$ cat src/rtl/gpio_tx_feeder.sv
// Command-driven write sequencer for the GPIO tx FIFO: expands each accepted
// command into repeated, optionally inverted and spaced, FIFO writes that stall on wfull.
module gpio_tx_feeder #(
    parameter int DSIZE = 8,
    parameter int RW    = 4,
    parameter int GW    = 4,
    parameter int CNTW  = 16
) (
    input  logic             wclk,
    input  logic             wrst,
    input  logic             cmd_valid,
    output logic             cmd_ready,
    input  logic [DSIZE-1:0] cmd_data,
    input  logic [RW-1:0]    cmd_repeat,
    input  logic [GW-1:0]    cmd_gap,
    input  logic             cmd_invert,
    input  logic             cmd_abort,
    input  logic             wfull,
    output logic             winc,
    output logic [DSIZE-1:0] wdata,
    output logic             busy,
    output logic [CNTW-1:0]  words_written
);

    typedef enum logic [1:0] {IDLE, ISSUE, GAP} state_t;

    localparam logic [RW-1:0]   REM_ONE = 1;
    localparam logic [GW-1:0]   GAP_ONE = 1;
    localparam logic [CNTW-1:0] CNT_ONE = 1;
    localparam logic [CNTW-1:0] CNT_MAX = '1;

    state_t           state;
    logic [DSIZE-1:0] cur_data;
    logic [RW-1:0]    remain;
    logic [GW-1:0]    gap_ld;
    logic [GW-1:0]    gap_cnt;
    logic             inv;

    // Ready is masked by reset so nothing is accepted while the block is held.
    assign cmd_ready = (state == IDLE) & ~wrst;
    assign winc      = (state == ISSUE) & ~wfull & ~cmd_abort;
    assign wdata     = cur_data;
    assign busy      = (state != IDLE);

    always_ff @(posedge wclk or posedge wrst) begin
        if (wrst) begin
            state         <= IDLE;
            cur_data      <= '0;
            remain        <= '0;
            gap_ld        <= '0;
            gap_cnt       <= '0;
            inv           <= 1'b0;
            words_written <= '0;
        end else begin
            if (winc && words_written != CNT_MAX)
                words_written <= words_written + CNT_ONE;

            case (state)
                IDLE: begin
                    if (cmd_valid && cmd_ready) begin
                        cur_data <= cmd_data;
                        remain   <= cmd_repeat;
                        gap_ld   <= cmd_gap;
                        inv      <= cmd_invert;
                        state    <= ISSUE;
                    end
                end
                ISSUE: begin
                    if (cmd_abort) begin
                        state <= IDLE;
                    end else if (!wfull) begin
                        if (remain == '0) begin
                            state <= IDLE;
                        end else begin
                            remain   <= remain - REM_ONE;
                            cur_data <= inv ? ~cur_data : cur_data;
                            if (gap_ld != '0) begin
                                gap_cnt <= gap_ld;
                                state   <= GAP;
                            end
                        end
                    end
                end
                GAP: begin
                    // gap_cnt is never zero here, so the decrement cannot wrap.
                    if (cmd_abort) begin
                        state <= IDLE;
                    end else begin
                        gap_cnt <= gap_cnt - GAP_ONE;
                        if (gap_cnt == GAP_ONE)
                            state <= ISSUE;
                    end
                end
                default: state <= IDLE;
            endcase
        end
    end

endmodule

$ cat config.mk
export PLATFORM = sky130hd
export DESIGN_NAME = gpio_tx_feeder
export DESIGN_NICKNAME = d
export VERILOG_FILES = /design/src/rtl/gpio_tx_feeder.sv
export SDC_FILE = /design/constraint.sdc
export NUM_CORES = 1
export LEC_CHECK = 0
export ABC_AREA = 1
export CORE_ASPECT_RATIO = 1.4
export CORE_MARGIN = 8
export CORE_UTILIZATION = 31
export CTS_CLUSTER_SIZE = 16
export DETAILED_ROUTE_END_ITERATION = 8
export PLACE_DENSITY = 0.54
export SLEW_MARGIN = 20
export SYNTH_ARGS = -nofsm -noshare
export SYNTH_HDL_FRONTEND = slang
export SYNTH_SLANG_ARGS = --single-unit
$ cat constraint.sdc
create_clock -name wclk -period 3.51 [get_ports wclk]
set_clock_uncertainty 0.2 [all_clocks]
set_input_delay 0.702 -clock wclk [delete_from_list [all_inputs] [get_ports wclk]]
set_output_delay 0.702 -clock wclk [all_outputs]
set_load 0.005 [all_outputs]
==> reports/results.md, run 1 <==
| Stage | Result | Value |
|:---|:---|:---|
| status | Result of the run | finished clean |
| sta | Final count of pins violating max slew | 0 |
| min path | Worst hold path depth | 2 |
| sta | Sum Neg Setup Slack | 0 ns |
| die | Die area | 10,500 sq um |
| worst setup path | Startpoint kind of the worst setup timing path | input port |
| grt | Vias in the first global route | 2,238 |
| grt | All-Layer GR Usage | 12.2% |
| sta | Worst path setup slack after routing | 0.408 ns |
| placed design | Number of port buffers | 48 |
| run | Maxcap violations | 0 |
| route | Router iterations before antenna repair | 4 |
| logic synthesis | Seq cells post-synth | 39 |
| grt | Met2 layer usage reported by global route | 21.9% |
| sta | Final critical-path required period | 3.10 ns |
| min path | Hold path endpoint | wdata[6]$_DFFE_PP0P_ |
| placed design | Post-detail-place hpwl | 4440 um |
| clocking | Library cell used as clock root buffer | clkbuf_8 |
| clocking | Clock Path Buffers | 2 |
| route | Routed vias/inst | 4.60 |
| placed design | Instance area at placement | 2880 sq um |
| clocking | Num CTS Buffers | 5 |
| sta | Headroom to the max-slew limit | 65.3% |
| route | Total DRC errors in the routed layout | 0 |
| layout | Commonest cells after routing, fill and taps aside | nand2_1 (126), clkdlybuf4s50_1 (48), dfrtp_1 (39), inv_1 (31), nor2_1 (30) |
| die | Number of top-level pins | 49 |
| power | Maximum vdd drop | 0.232 mV |
| logic synthesis | Post-synthesis net count | 352 |
| placed design | Weighted congestion reported at the end of routability-driven placement | 0.824 |
| layout | Final #Nets | 402 |
| die | Vert. Die Dim | 118 um |
| die | Die width | 88.9 um |
| layout | Area added between synthesis and finish | 29.8% |
| die | Initial Util | 31.7% |
| sta | Least-Margin Pin Slew | 0.518 ns |
| clocking | Number of levels the H-tree was split into | 2 |
| min path | Class of the worst hold path | reg -> reg |
| clocking | Post-CTS sizing | 0 |
| sta | Setup repair after global routing missed its margin | false |
| logic synthesis | Fraction of the yosys area taken by sequential cells | 42.3% |
| worst setup path | Max Fanout on Critical Path | 6 |
| worst setup path | Register-to-Register Setup Slack | 1.28 ns |
| layout | Share of cells above drive strength 1 | 5.84% |
| worst setup path | Start-to-end type of the worst setup path | in -> out |
| logic synthesis | Post-synth design cell area | 2310 sq um |
| layout | Design area | 2990 sq um |
| sta | Fin crit share | 88.4% |
| grt | Global-route wire length before repair | 10,300 um |
| power | Total power per unit cell area | 680 nW/um^2 |
| power | Static power due to leakage | 1.38 nW |
| clocking | Skew-Pair Late Insertion Delay | 0.29 ns |
| die | Placement Rows | 37 |
| clocking | Clock tree from TritonCTS | yes |
| route | Starting DRC count in detailed routing | 120 |
| worst setup path | Worst endpoint required time | 2.61 ns |
| min path | Worst hold start | wdata[6]$_DFFE_PP0P_ |
| placed design | Dpl ws | 0.395 ns |
| grt | Global routing usage on met1 | 13.3% |
| grt | Total congestion overflow after global routing | 0 |
| clocking | CTS clock-pin slew for the worst setup and hold paths | 0.08 ns |
| sta | FMAX | 322 MHz |
| grt | Peak-usage layer in the global routing report | met2 |
| clocking | Sinks on Clock Net | 39 |
| worst setup path | Endpoint class of the critical path | primary output |
| power | Total power consumption of the routed design | 2.04 mW |
| route | Post-detailed-route count of antenna-violating nets | 0 |
| sta | Final hold viol count | 0 |
| layout | Most common cell after layout, fill and taps aside | nand2_1 |
| route | Vias after detailed routing | 2,180 |
| clocking | Post-CTS Setup Repair Bufs | 0 |
| logic synthesis | Yosys warnings | 0 |
| worst setup path | R2R cell count | 6 |
| grt | Maximum number of pins on one net before global-route repair | 40 |
| clocking | Hold buffer count at CTS | 0 |
| logic synthesis | Count of mapped cells out of synthesis | 326 |
| worst setup path | Arrival @ worst endpoint | 2.20 ns |
| worst setup path | Launch instance of the worst register-to-register path | state[1]$_DFFE_PP0P_ |
| logic synthesis | Number of unique standard cell types used by synthesis | 26 |
| grt | Met3 GRT Util | 3.14% |
| worst setup path | Worst reg2reg endpoint | wdata[4]$_DFFE_PP0P_ |
| logic synthesis | Mean cell area of the mapped netlist | 7.07 sq um |
| route | Routed Wire Length | 6040 um |
| layout | Diode count | 0 |
| sta | Final count of negative-setup-slack endpoints | 0 |
| grt | Initial antenna violation count | 0 |
| route | Wirelength per Cell | 12.7 um |
| die | Core region area | 7270 sq um |
-- layout make-up --
class                      instances  area, sq um
fill                             780         4280
multi-input combinational        247         1160
sequential                        39          976
timing repair buffer              49          488
inverter                          34          128
tap                               97          121
clock buffer                       6         82.6
clock inverter                     2         35.0
-- routing by layer --
layer / wire (um) / share of wire, %
met2: 3130 / 52
met5: 0 / 0
met3: 238 / 3.9
met4: 64 / 1.1
met1: 2600 / 43
-- critical path, stage by stage --
cell	delay (ns)
clkdlybuf4s50_1	0.53
nor3_4	0.38
clkdlybuf4s50_1	0.59
-- how the worst max path moves through the flow --
stage          startpoint              endpoint  slack (ns)  depth (start not counted)
3_3_place_gp    cmd_abort                  winc        0.39                          3
6_report        cmd_abort                  winc        0.41                          3
5_1_grt         cmd_abort                  winc        0.33                          3
3_5_place_dp    cmd_abort                  winc        0.39                          3
4_1_cts         cmd_abort                  winc        0.40                          3
2_1_floorplan        wrst  wdata[0]$_DFFE_PP0P_        0.79                          6
-- cell usage after synthesis (all sizes together) --
library cell,count,area (sq um)
clkbuf,1,3.75
nor3,1,16.3
inv,33,124
nand3,25,130
buf,5,36.3
clkinv,1,3.75
nor2,33,136
nand4,9,56.3
o21ai,29,156
or2,1,6.26
xnor2,7,61.3
a21oi,8,51.3
ha,4,50.1
and2,1,6.26
dfrtp,39,976
nand2,129,492
-- registers in the layout, summed over array words and instances (netlist names) --
register,cells
gap_cnt,4
gap_ld,4
inv,1
remain,4
state,2
wdata,8
words_written,16
-- stage by stage --
stage,util (%),hold WS (ns),instances
2_1_floorplan,-,0.270,326
3_5_place_dp,39.6,0.285,466
4_1_cts,41.2,0.304,474
3_3_place_gp,39.6,0.277,466
5_1_grt,41.2,0.340,474
6_report,41.2,0.294,474
-- cell families after synthesis --
logic type | Yosys count | synth area share (%)
AOI/OAI and AO/OA | 37 | 9.01
xor gates and xnor gates | 7 | 2.66
adders and majority gates | 4 | 2.17
buffers and inverters | 40 | 7.27
DFF | 39 | 42.3
and+or+nand+nor | 199 | 36.6
-- power by group --
group,switching (mW),total (mW),internal (mW)
registers,0.123,0.726,0.604
clock network,0.166,0.396,0.230
logic,0.528,0.914,0.386
total,0.817,2.04,1.22
(Power assumes the default switching activity.)
==> inputs of run 2 (changes only) <==
--- a/config.mk
+++ b/config.mk
@@ -6,12 +6,15 @@
 export NUM_CORES = 1
 export LEC_CHECK = 0
 export ABC_AREA = 1
+export CAP_MARGIN = 20
 export CORE_ASPECT_RATIO = 1.4
 export CORE_MARGIN = 8
 export CORE_UTILIZATION = 31
 export CTS_CLUSTER_SIZE = 16
 export DETAILED_ROUTE_END_ITERATION = 8
 export PLACE_DENSITY = 0.54
+export REMOVE_ABC_BUFFERS = 1
+export SKIP_CTS_REPAIR_TIMING = 1
 export SLEW_MARGIN = 20
 export SYNTH_ARGS = -nofsm -noshare
 export SYNTH_HDL_FRONTEND = slang
==> run 2 against run 1 <==
Total power is 0.83% lower. Wire length is 2.0% lower. Clock power is 2% lower. Count of clock-buffer cells in the layout is 1 lower. Final area is 0.17% higher. Utilization is 0.069 points higher. Register-to-register slack better by 0.04 ns. Non-clock buffer count is 1 higher. Die area stayed put. Flip-flop and latch count stayed put. Largest cell class unchanged. Highest routed layer unchanged.
==> reports/results.md, run 2 (synthesized netlist as in run 1, its figures left out) <==
| Stage | Result | Value | vs previous |
|:---|:---|:---|:---|
| clocking | CTS clock-pin slew for the worst setup and hold paths | 0.09 ns | about the same |
| worst setup path | Start-to-end type of the worst setup path | in -> out |  |
| sta | Final hold viol count | 0 | unchanged |
| route | Starting DRC count in detailed routing | 131 | +9.2% |
| worst setup path | Endpoint class of the critical path | primary output |  |
| die | Initial Util | 31.7% | unchanged |
| layout | Number of flip-flops in the largest register | 16 | unchanged |
| layout | Most common cell after layout, fill and taps aside | nand2_1 |  |
| layout | Commonest cells after routing, fill and taps aside | nand2_1 (126), clkdlybuf4s50_1 (48), dfrtp_1 (39), inv_1 (31), nor2_1 (30) |  |
| layout | Number of fill cells in the layout | 815 | +4.5% |
| layout | Final #Nets | 403 | +0.25% |
| route | Total DRC errors in the routed layout | 0 | unchanged |
| worst setup path | Arrival @ worst endpoint | 2.23 ns | +0.03 ns |
| power | Total power per unit cell area | 674 nW/um^2 | -1.0% |
| worst setup path | CP Buf/Inv Count | 2 | unchanged |
| worst setup path | Worst endpoint required time | 2.61 ns | about the same |
| placed design | Post-detail-place hpwl | 4410 um | -0.53% |
| die | Core region area | 7270 sq um | unchanged |
| min path | Class of the worst hold path | reg -> reg |  |
| clocking | Sinks on Clock Net | 39 | unchanged |
| sta | Final hold slack | 0.303 ns | +0.00864 ns |
| worst setup path | Worst stage delay on the critical path | 0.60 ns | about the same |
| worst setup path | Max Fanout on Critical Path | 6 | unchanged |
| worst setup path | Slowest cell on the critical path | clkdlybuf4s50_1 |  |
| power | Maximum vdd drop | 0.278 mV | +20% |
| run | Maxcap violations | 0 | unchanged |
| grt | Global-route wire length before repair | 10,600 um | +2.5% |
| grt | All-Layer GR Usage | 12.5% | +0.32 points |
| sta | Setup repair after global routing missed its margin | false |  |
| grt | Initial antenna violation count | 0 | unchanged |
| sta | Final count of pins violating max slew | 0 | unchanged |
| route | Router iterations before antenna repair | 4 | unchanged |
| worst setup path | Top cell family by delay on the critical path | buffers and inverters |  |
| worst setup path | Cells along the critical path | clkdlybuf4s50_1 > nor3_4 > clkdlybuf4s50_1 |  |
| layout | Diode count | 0 | unchanged |
| clocking | Clock Path Buffers | 2 | unchanged |
| placed design | Number of port buffers | 48 | unchanged |
| route | Routed vias/inst | 4.59 | -0.16% |
| clocking | Num CTS Buffers | 5 | unchanged |
| die | Die width | 88.9 um | unchanged |
| grt | Total congestion overflow after global routing | 0 | unchanged |
| worst setup path | Startpoint kind of the worst setup timing path | input port |  |
| power | P_int | 1.21 mW | -1.2% |
| die | Die area | 10,500 sq um | unchanged |
| power | Switching power as a share of total power | 40.3% | +0.22 points |
| route | Vias after detailed routing | 2,181 | +0.046% |
| route | Wirelength per Cell | 12.5 um | -2.2% |
| layout | Area added between synthesis and finish | 30.0% |  |
| sta | Final count of negative-setup-slack endpoints | 0 | unchanged |
| sta | Final critical-path required period | 3.13 ns | +0.0298 ns |
| worst setup path | Most repeated library cell on the critical path | clkdlybuf4s50_1 |  |
| sta | Sum Neg Setup Slack | 0 ns | unchanged |
| power | NetSw | 814 uW | -0.30% |
| grt | Maximum number of pins on one net before global-route repair | 40 | unchanged |
| die | Number of top-level pins | 49 | unchanged |
| die | Vert. Die Dim | 118 um | unchanged |
| status | Result of the run | finished clean |  |
| power | Clock Power Share | 19.2% | -0.2 points |
| route | Routed Wire Length | 5910 um | -2.0% |
| layout | Most flop-heavy register | words_written |  |
| power | Power share of the combinational group | 45.0% | about the same |
| clocking | Library cell used as clock root buffer | clkbuf_8 |  |
| clocking | Skew-Pair Late Insertion Delay | 0.29 ns | about the same |
| clocking | Number of levels the H-tree was split into | 2 | unchanged |
| die | Placement Rows | 37 | unchanged |
| sta | FMAX | 319 MHz | -0.95% |
| grt | Vias in the first global route | 2,315 | +3.4% |
| route | Post-detailed-route count of antenna-violating nets | 0 | unchanged |
| placed design | Weighted congestion reported at the end of routability-driven placement | 0.785 | -4.7% |
| sta | Least-Margin Pin Slew | 0.519 ns | +0.00115 ns |
| clocking | Clock tree from TritonCTS | yes |  |
| sta | Headroom to the max-slew limit | 65.4% | about the same |
| power | Sequential cell fraction of total power | 35.9% | +0.2 points |
| layout | Share of cells above drive strength 1 | 6.08% | +0.25 points |
| power | Static power due to leakage | 1.38 nW | -0.15% |
| sta | Fin crit share | 89.2% | +0.85 points |
run 2: cell count changes in the layout (fill, tap and decap cells not counted):
cell	previous run	this run
clkinvlp_4	0	1
clkbuf_8	6	5
clkinv_2	1	0
buf_4	1	2
inv_6	0	1
run 2: area by class of cell:
cell class	instances	area [sq um]	share of cell area [%]
multi-input cells	247	1160	38.8
well taps	97	121	4.05
clock inverters	3	46.3	1.54
inverters	34	128	4.26
flip-flops and latches	39	976	32.6
clock buffers	5	68.8	2.30
repair buffers	50	495	16.5
run 2: metrics by stage:
stage | power [mW] | instance area [sq um] | worst slack (ns) | util (%) | cells
floorplan | 1.30 | 2270 | 0.384 | - | 320
global placement | 1.64 | 2880 | 0.395 | 39.7 | 467
detailed placement | 1.66 | 2880 | 0.376 | 39.7 | 467
CTS | 2.06 | 3000 | 0.366 | 41.2 | 475
global route | 2.23 | 3000 | 0.276 | 41.2 | 475
finish | 2.02 | 3000 | 0.378 | 41.2 | 475
run 2: path summary, 6_finish.rpt:
| check | from | to | slack, ns | cells past startpoint |
|---|---|---|---|---|
| min reg2reg | wdata[1]$_DFFE_PP0P_ | wdata[1]$_DFFE_PP0P_ | 0.30 | 2 |
| max reg2reg | words_written[0]$_DFFE_PP0P_ | words_written[13]$_DFFE_PP0P_ | 1.32 | 8 |
| min in group asynchronous | wrst | gap_ld[2]$_DFFE_PP0P_ | 0.69 | 3 |
| min | wdata[1]$_DFFE_PP0P_ | wdata[1]$_DFFE_PP0P_ | 0.30 | 2 |
| max | cmd_abort | winc | 0.38 | 3 |
| max in group asynchronous | wrst | words_written[9]$_DFFE_PP0P_ | 2.06 | 3 |
run 2: power groups by stage:
stage / sequential (mW) / combinational [mW] / clock [mW]
finish: 0.724 / 0.908 / 0.387
global route: 0.749 / 1.06 / 0.420
CTS: 0.725 / 0.933 / 0.404
detailed placement: 0.733 / 0.926 / 0
global placement: 0.731 / 0.914 / 0
floorplan: 0.714 / 0.584 / 0
run 2: worst register-to-register path, delay by kind of cell, from the launching register on:
family | cells | cell delay [ns]
AO/OA/AOI/OAI | 1 | 0.45
adder cells (fa/ha/maj) | 1 | 0.29
buffers and inverters | 2 | 0.31
flip-flops | 1 | 0.47
AND/OR/NAND/NOR | 4 | 0.37
run 2: per-layer routing:
metal	vias up	routed length [um]	track usage, %
li1	1130	-	-
met1	1012	2490	13.7
met2	32	3100	22.5
met3	7	246	3.21
met4	0	77	3.51
met5	-	0	0
==> inputs of run 3 (changes only) <==
--- a/config.mk
+++ b/config.mk
@@ -13,7 +13,6 @@
 export CTS_CLUSTER_SIZE = 16
 export DETAILED_ROUTE_END_ITERATION = 8
 export PLACE_DENSITY = 0.54
-export REMOVE_ABC_BUFFERS = 1
 export SKIP_CTS_REPAIR_TIMING = 1
 export SLEW_MARGIN = 20
 export SYNTH_ARGS = -nofsm -noshare
==> results of run 3 <==
Final layout, timing and power as in run 1 (identical DEF).
==> patch 1, RTL diff (settings of run 2) <==
Make the reset (`wrst`) synchronous in one clocked block.
--- a/src/rtl/gpio_tx_feeder.sv
+++ b/src/rtl/gpio_tx_feeder.sv
@@ -43,5 +43,5 @@
     assign busy      = (state != IDLE);
 
-    always_ff @(posedge wclk or posedge wrst) begin
+    always_ff @(posedge wclk) begin
         if (wrst) begin
             state         <= IDLE;
Check against the original RTL: differs if wrst is asserted again (counterexample within 4 cycles, from zero or initial values and one cycle with wrst high); with wrst held inactive, the same outputs for 10 cycles.
==> patch 1 against run 2 <==
- synthesized cell count grew 4.9%
- sequential power shrank 19%
- die area shrank 1.6%
- first-iteration DRC count shrank 37%
- sequential cell count is the same
- setup slack gained 0.10 ns
- final area shrank 3.0%
- via count grew 1.2%
- non-clock buffer count is the same
- power shrank 22%
- core utilization shrank 0.97 points
- routed wire length grew 1.2%
- register-to-register slack gained 0.14 ns
- synthesized area shrank 1.9%
==> patch 1: results (changes against run 2) <==
Parameter                              Value

Status
  Run status ... finished clean

Critical path
  Logic depth of the worst register-to-register path ... 7 (-1)
  Worst path max stage delay ... 0.54 ns (-0.06 ns)
  Kind of cell with the highest combined delay on the critical path ... buffers and inverters
  Terminus of the critical flop-to-flop path ... words_written[1]$_SDFFE_PP0P_
  CP Data Arrival Time ... 2.13 ns (-0.10 ns)
  Launch instance of the worst register-to-register path ... words_written[0]$_SDFFE_PP0P_

Power and ir drop
  Power attributed to the clock group ... 297 uW (-23%)
  Peak VDD IR ... 0.0001798 V (-35%)
  Switching power as a share of total power ... 40.01% (-0.31 points)
  Gate power share ... 44.0% (-1.0 points)
  Leakage power ... 1.131 nW (-18%)

Detailed routing
  Violation count after the first detailed-route iteration ... 82 (-37%)
  Vias post-DR ... 2208 (+1.2%)
  Vias per inst ... 4.515 (-1.7%)
  Routed len/inst ... 12.24 um (-1.7%)
  Met3 routed WL ... 326 um (+33%)
  Met1 WL ... 2584 um (+3.9%)

Place
  Placement Cell Area ... 0.002828 mm2 (-1.9%)
  Routability-driven placement congestion ratio ... 0.7866 (+0.15%)
  Number of placed instances, taps included ... 481 (+3.0%)
  Detailed placer's ending HPWL ... 4466 um (+1.2%)

Global route
  Met2 track demand over resource in global routing ... 20.94% (-1.6 points)
  Number of global-route vias before repair ... 2084 (-10%)
  Met3 usage ... 3.774% (+0.56 points)
  Pin count of the biggest net entering global routing ... 28 (-30%)
  Total routing resource utilization after global routing ... 11.75% (-0.79 points)
  Wire length of the first global-routing pass ... 9591 um (-9.2%)
  Met1 Resource Use GR ... 12.42% (-1.3 points)

Synth
  Syn Area/Cell ... 6.615 um2 (-6.5%)
  Commonest cells post-synth ... 85 x sky130_fd_sc_hd__nand2_1, 47 x sky130_fd_sc_hd__nor2_1, 39 x sky130_fd_sc_hd__dfxtp_1
  Synth cell types ... 27 (+3.8%)
  Top area cells in the synthesized netlist ... sky130_fd_sc_hd__dfxtp_1 35%, sky130_fd_sc_hd__nand2_1 14%, sky130_fd_sc_hd__nor2_1 7.8%
  Most frequently used flop master after synthesis ... sky130_fd_sc_hd__dfxtp_1
  Fraction of the yosys area taken by sequential cells ... 34.51% (-7.8 points)
  Proportion of synthesized flip-flops having asynchronous set or reset ... 0% (-100 points)

Final layout
  Number of nets in the layout ... 417 (+3.5%)
  Layout cell share with drive strength beyond 1 ... 10.46% (+4.4 points)

STA
  Actual transition at the worst max-transition pin ... 0.7219 ns (+0.2025 ns)

Min path
  Hold Path Origin ... gap_ld[1]$_SDFFE_PP0P_
  WHS Endpoint ... gap_ld[1]$_SDFFE_PP0P_

Clock network
  Clock insertion delay at the later pin of the skew report ... 0.29 ns (about the same)
==> patch 1: cell count changes in the layout (fill, tap and decap cells not counted), moves of 3 or more <==
cell / change
sky130_fd_sc_hd__a21oi_1: +14
sky130_fd_sc_hd__xor2_1: +4
sky130_fd_sc_hd__nand2_1: -41
sky130_fd_sc_hd__o21ai_0: +5
sky130_fd_sc_hd__dfxtp_1: +39
sky130_fd_sc_hd__o21ai_1: -3
sky130_fd_sc_hd__a21oi_2: +10
sky130_fd_sc_hd__nand2_2: +10
sky130_fd_sc_hd__nand3_1: +3
sky130_fd_sc_hd__xnor2_1: -5
sky130_fd_sc_hd__nor2_1: +17
sky130_fd_sc_hd__dfrtp_1: -39
==> patch 1: logic make-up (layout without fill, tap and decap cells) <==
kind of cell,Yosys count,after routing,synth area share (%)
buffers and inverters,44,94,8.352
xor gates and xnor gates,6,6,2.323
DFF,39,39,34.51
and+or+nand+nor,186,186,36.50
adders and majority gates,4,4,2.212
AOI/OAI and AO/OA,63,63,16.09
==> patch 1: worst register-to-register path, delay by kind of cell, from the launching register on <==
kind / cells / cell delay [ns]
and+or+nand+nor: 4 / 0.45
DFF: 1 / 0.45
AOI/OAI and AO/OA: 2 / 0.62
adders and majority gates: 1 / 0.26
==> patch 1: layout make-up <==
type	instances	area, um2
fillers	820	4313
flip-flops and latches	39	780.7
clock inverters	1	5.005
well taps	97	121.4
multi-input cells	259	1292
clock buffers	7	76.32
inverters	36	137.6
repair buffers	50	495.5
==> patch 1: per-stage QoR <==
stage               power, mW  setup slack [ns]  hold slack (ns)
floorplan               1.055             1.421           0.2449
global placement        1.292            0.4977           0.2618
CTS                     1.604            0.4766           0.2731
detailed placement      1.297            0.4786           0.2605
global route            1.723            0.3955           0.2929
finish                  1.576            0.4805           0.2704
==> patch 2, RTL diff (flow settings as in run 2) <==
Without the edit above. Set the parameter `CNTW` to 17 (it was 16).
--- a/src/rtl/gpio_tx_feeder.sv
+++ b/src/rtl/gpio_tx_feeder.sv
@@ -5,5 +5,5 @@
     parameter int RW    = 4,
     parameter int GW    = 4,
-    parameter int CNTW  = 16
+    parameter int CNTW  = 17
 ) (
     input  logic             wclk,
Interface: changed (resized words_written); port bits go from 49 to 50. No check against the original RTL was run, so the function may have changed too.
==> patch 2 against run 2 <==
- core utilization rose by 0.24 points
- sequential cell count increased by 1
- power grew 4.5%
- sequential share of layout area grew 0.44 points
- non-clock buffer count increased by 3
- final area is 1.2% higher
- routed wire length is 1.1% higher
- synthesized cell count decreased by 0.31%
- synthesized area is 0.49% higher
- critical path depth rose by 2
- maximum frequency up 5.6%
- via count down 0.32%
- setup slack gained 0.17 ns
- critical path type unchanged
- largest cell class unchanged
==> patch 2: results (changes against run 2) <==
Parameter                              Value

Status
  Run status ... finished clean

Global route
  Number of global-route vias before repair ... 2198 (-5.1%)
  Wire length of the first global-routing pass ... 10120 um (-4.2%)
  Pin count of the biggest net entering global routing ... 41 (+2.5%)
  Total routing resource utilization after global routing ... 11.86% (-0.68 points)

Synth
  XOR/XNOR share of the synthesized area ... 3.402% (+0.74 points)
  Compound-Gate Fraction of Synth Area ... 5.292% (-3.7 points)
  Commonest cells post-synth ... 122 x sky130_fd_sc_hd__nand2_1, 40 x sky130_fd_sc_hd__dfrtp_1, 38 x sky130_fd_sc_hd__inv_1
  Fraction of the yosys area taken by sequential cells ... 43.20% (+0.87 points)
  Syn Area/Cell ... 7.130 um2 (+0.80%)
  Synthesized-area fraction occupied by adder cells ... 2.700% (+0.53 points)
  Synth cell types ... 23 (-12%)
  Top area cells in the synthesized netlist ... sky130_fd_sc_hd__dfrtp_1 43%, sky130_fd_sc_hd__nand2_1 20%, sky130_fd_sc_hd__inv_1 6.2%

Final layout
  Number of nets in the layout ... 406 (+0.74%)
  Area grow syn2layout ... 30.94%
  Final cell count without fillers ... 477 (+0.42%)
  Flip-flop count of the largest register after layout ... 17 (+1)
  Ant. Diodes ... 0 (unchanged)

Clock network
  Number of H-tree branching levels ... 2 (unchanged)

STA
  Final critical delay including setup and external delays ... 2.965 ns (-0.1665 ns)
  Actual transition at the worst max-transition pin ... 0.5178 ns (-0.001638 ns)

Power and ir drop
  Leakage power ... 1.502 nW (+9.2%)
  Peak VDD IR ... 0.0002282 V (-18%)

Critical path
  Worst path max stage delay ... 0.50 ns (-0.10 ns)
  Terminus of the critical flop-to-flop path ... words_written[4]$_DFFE_PP0P_
  Logic depth of the worst register-to-register path ... 14 (+6)
  Critical path peak fanout ... 4 (-2)
  Reg-to-reg setup timing slack ... 0.96 ns (-0.36 ns)

Place
  Port buffer count ... 49 (+2.1%)
  Routability-driven placement congestion ratio ... 0.7999 (+1.8%)
  Place WS ... 0.5449 ns (+0.1690 ns)
  Number of placed instances, taps included ... 469 (+0.43%)

Min path
  Number of cells traversed by the worst hold path ... 2 (unchanged)

Detailed routing
  Routed len/inst ... 12.53 um (+0.64%)
[patch 2: worst min-delay path, stage by stage (launching register included)]
cell and delay [ns]:
sky130_fd_sc_hd__dfrtp_1 0.35, sky130_fd_sc_hd__nand2_1 0.05, sky130_fd_sc_hd__nand2_1 0.05
[patch 2: layer usage]
metal	vias to the layer above	global-route usage, %	part of all wire, %
li1	1133	-	-
met1	1006	13.11	43
met2	29	21.31	53
met3	6	2.843	3.6
met4	0	3.553	1.1
met5	-	0	0
[patch 2: cell type report]
cell class / count / area share (%)
Multi-Input combinational cell: 241 / 37.61
Timing Repair Buffer: 53 / 17.15
Inverter: 38 / 4.701
Clock inverter: 2 / 1.155
Tap cell: 97 / 4.000
Clock buffer: 6 / 2.392
Sequential cell: 40 / 32.99
[patch 2: power breakdown]
part           internal (mW)  leakage [nW]  switching [mW]
registers              0.615         0.495           0.120
logic                  0.425         0.952           0.580
clock network          0.211        0.0552           0.160
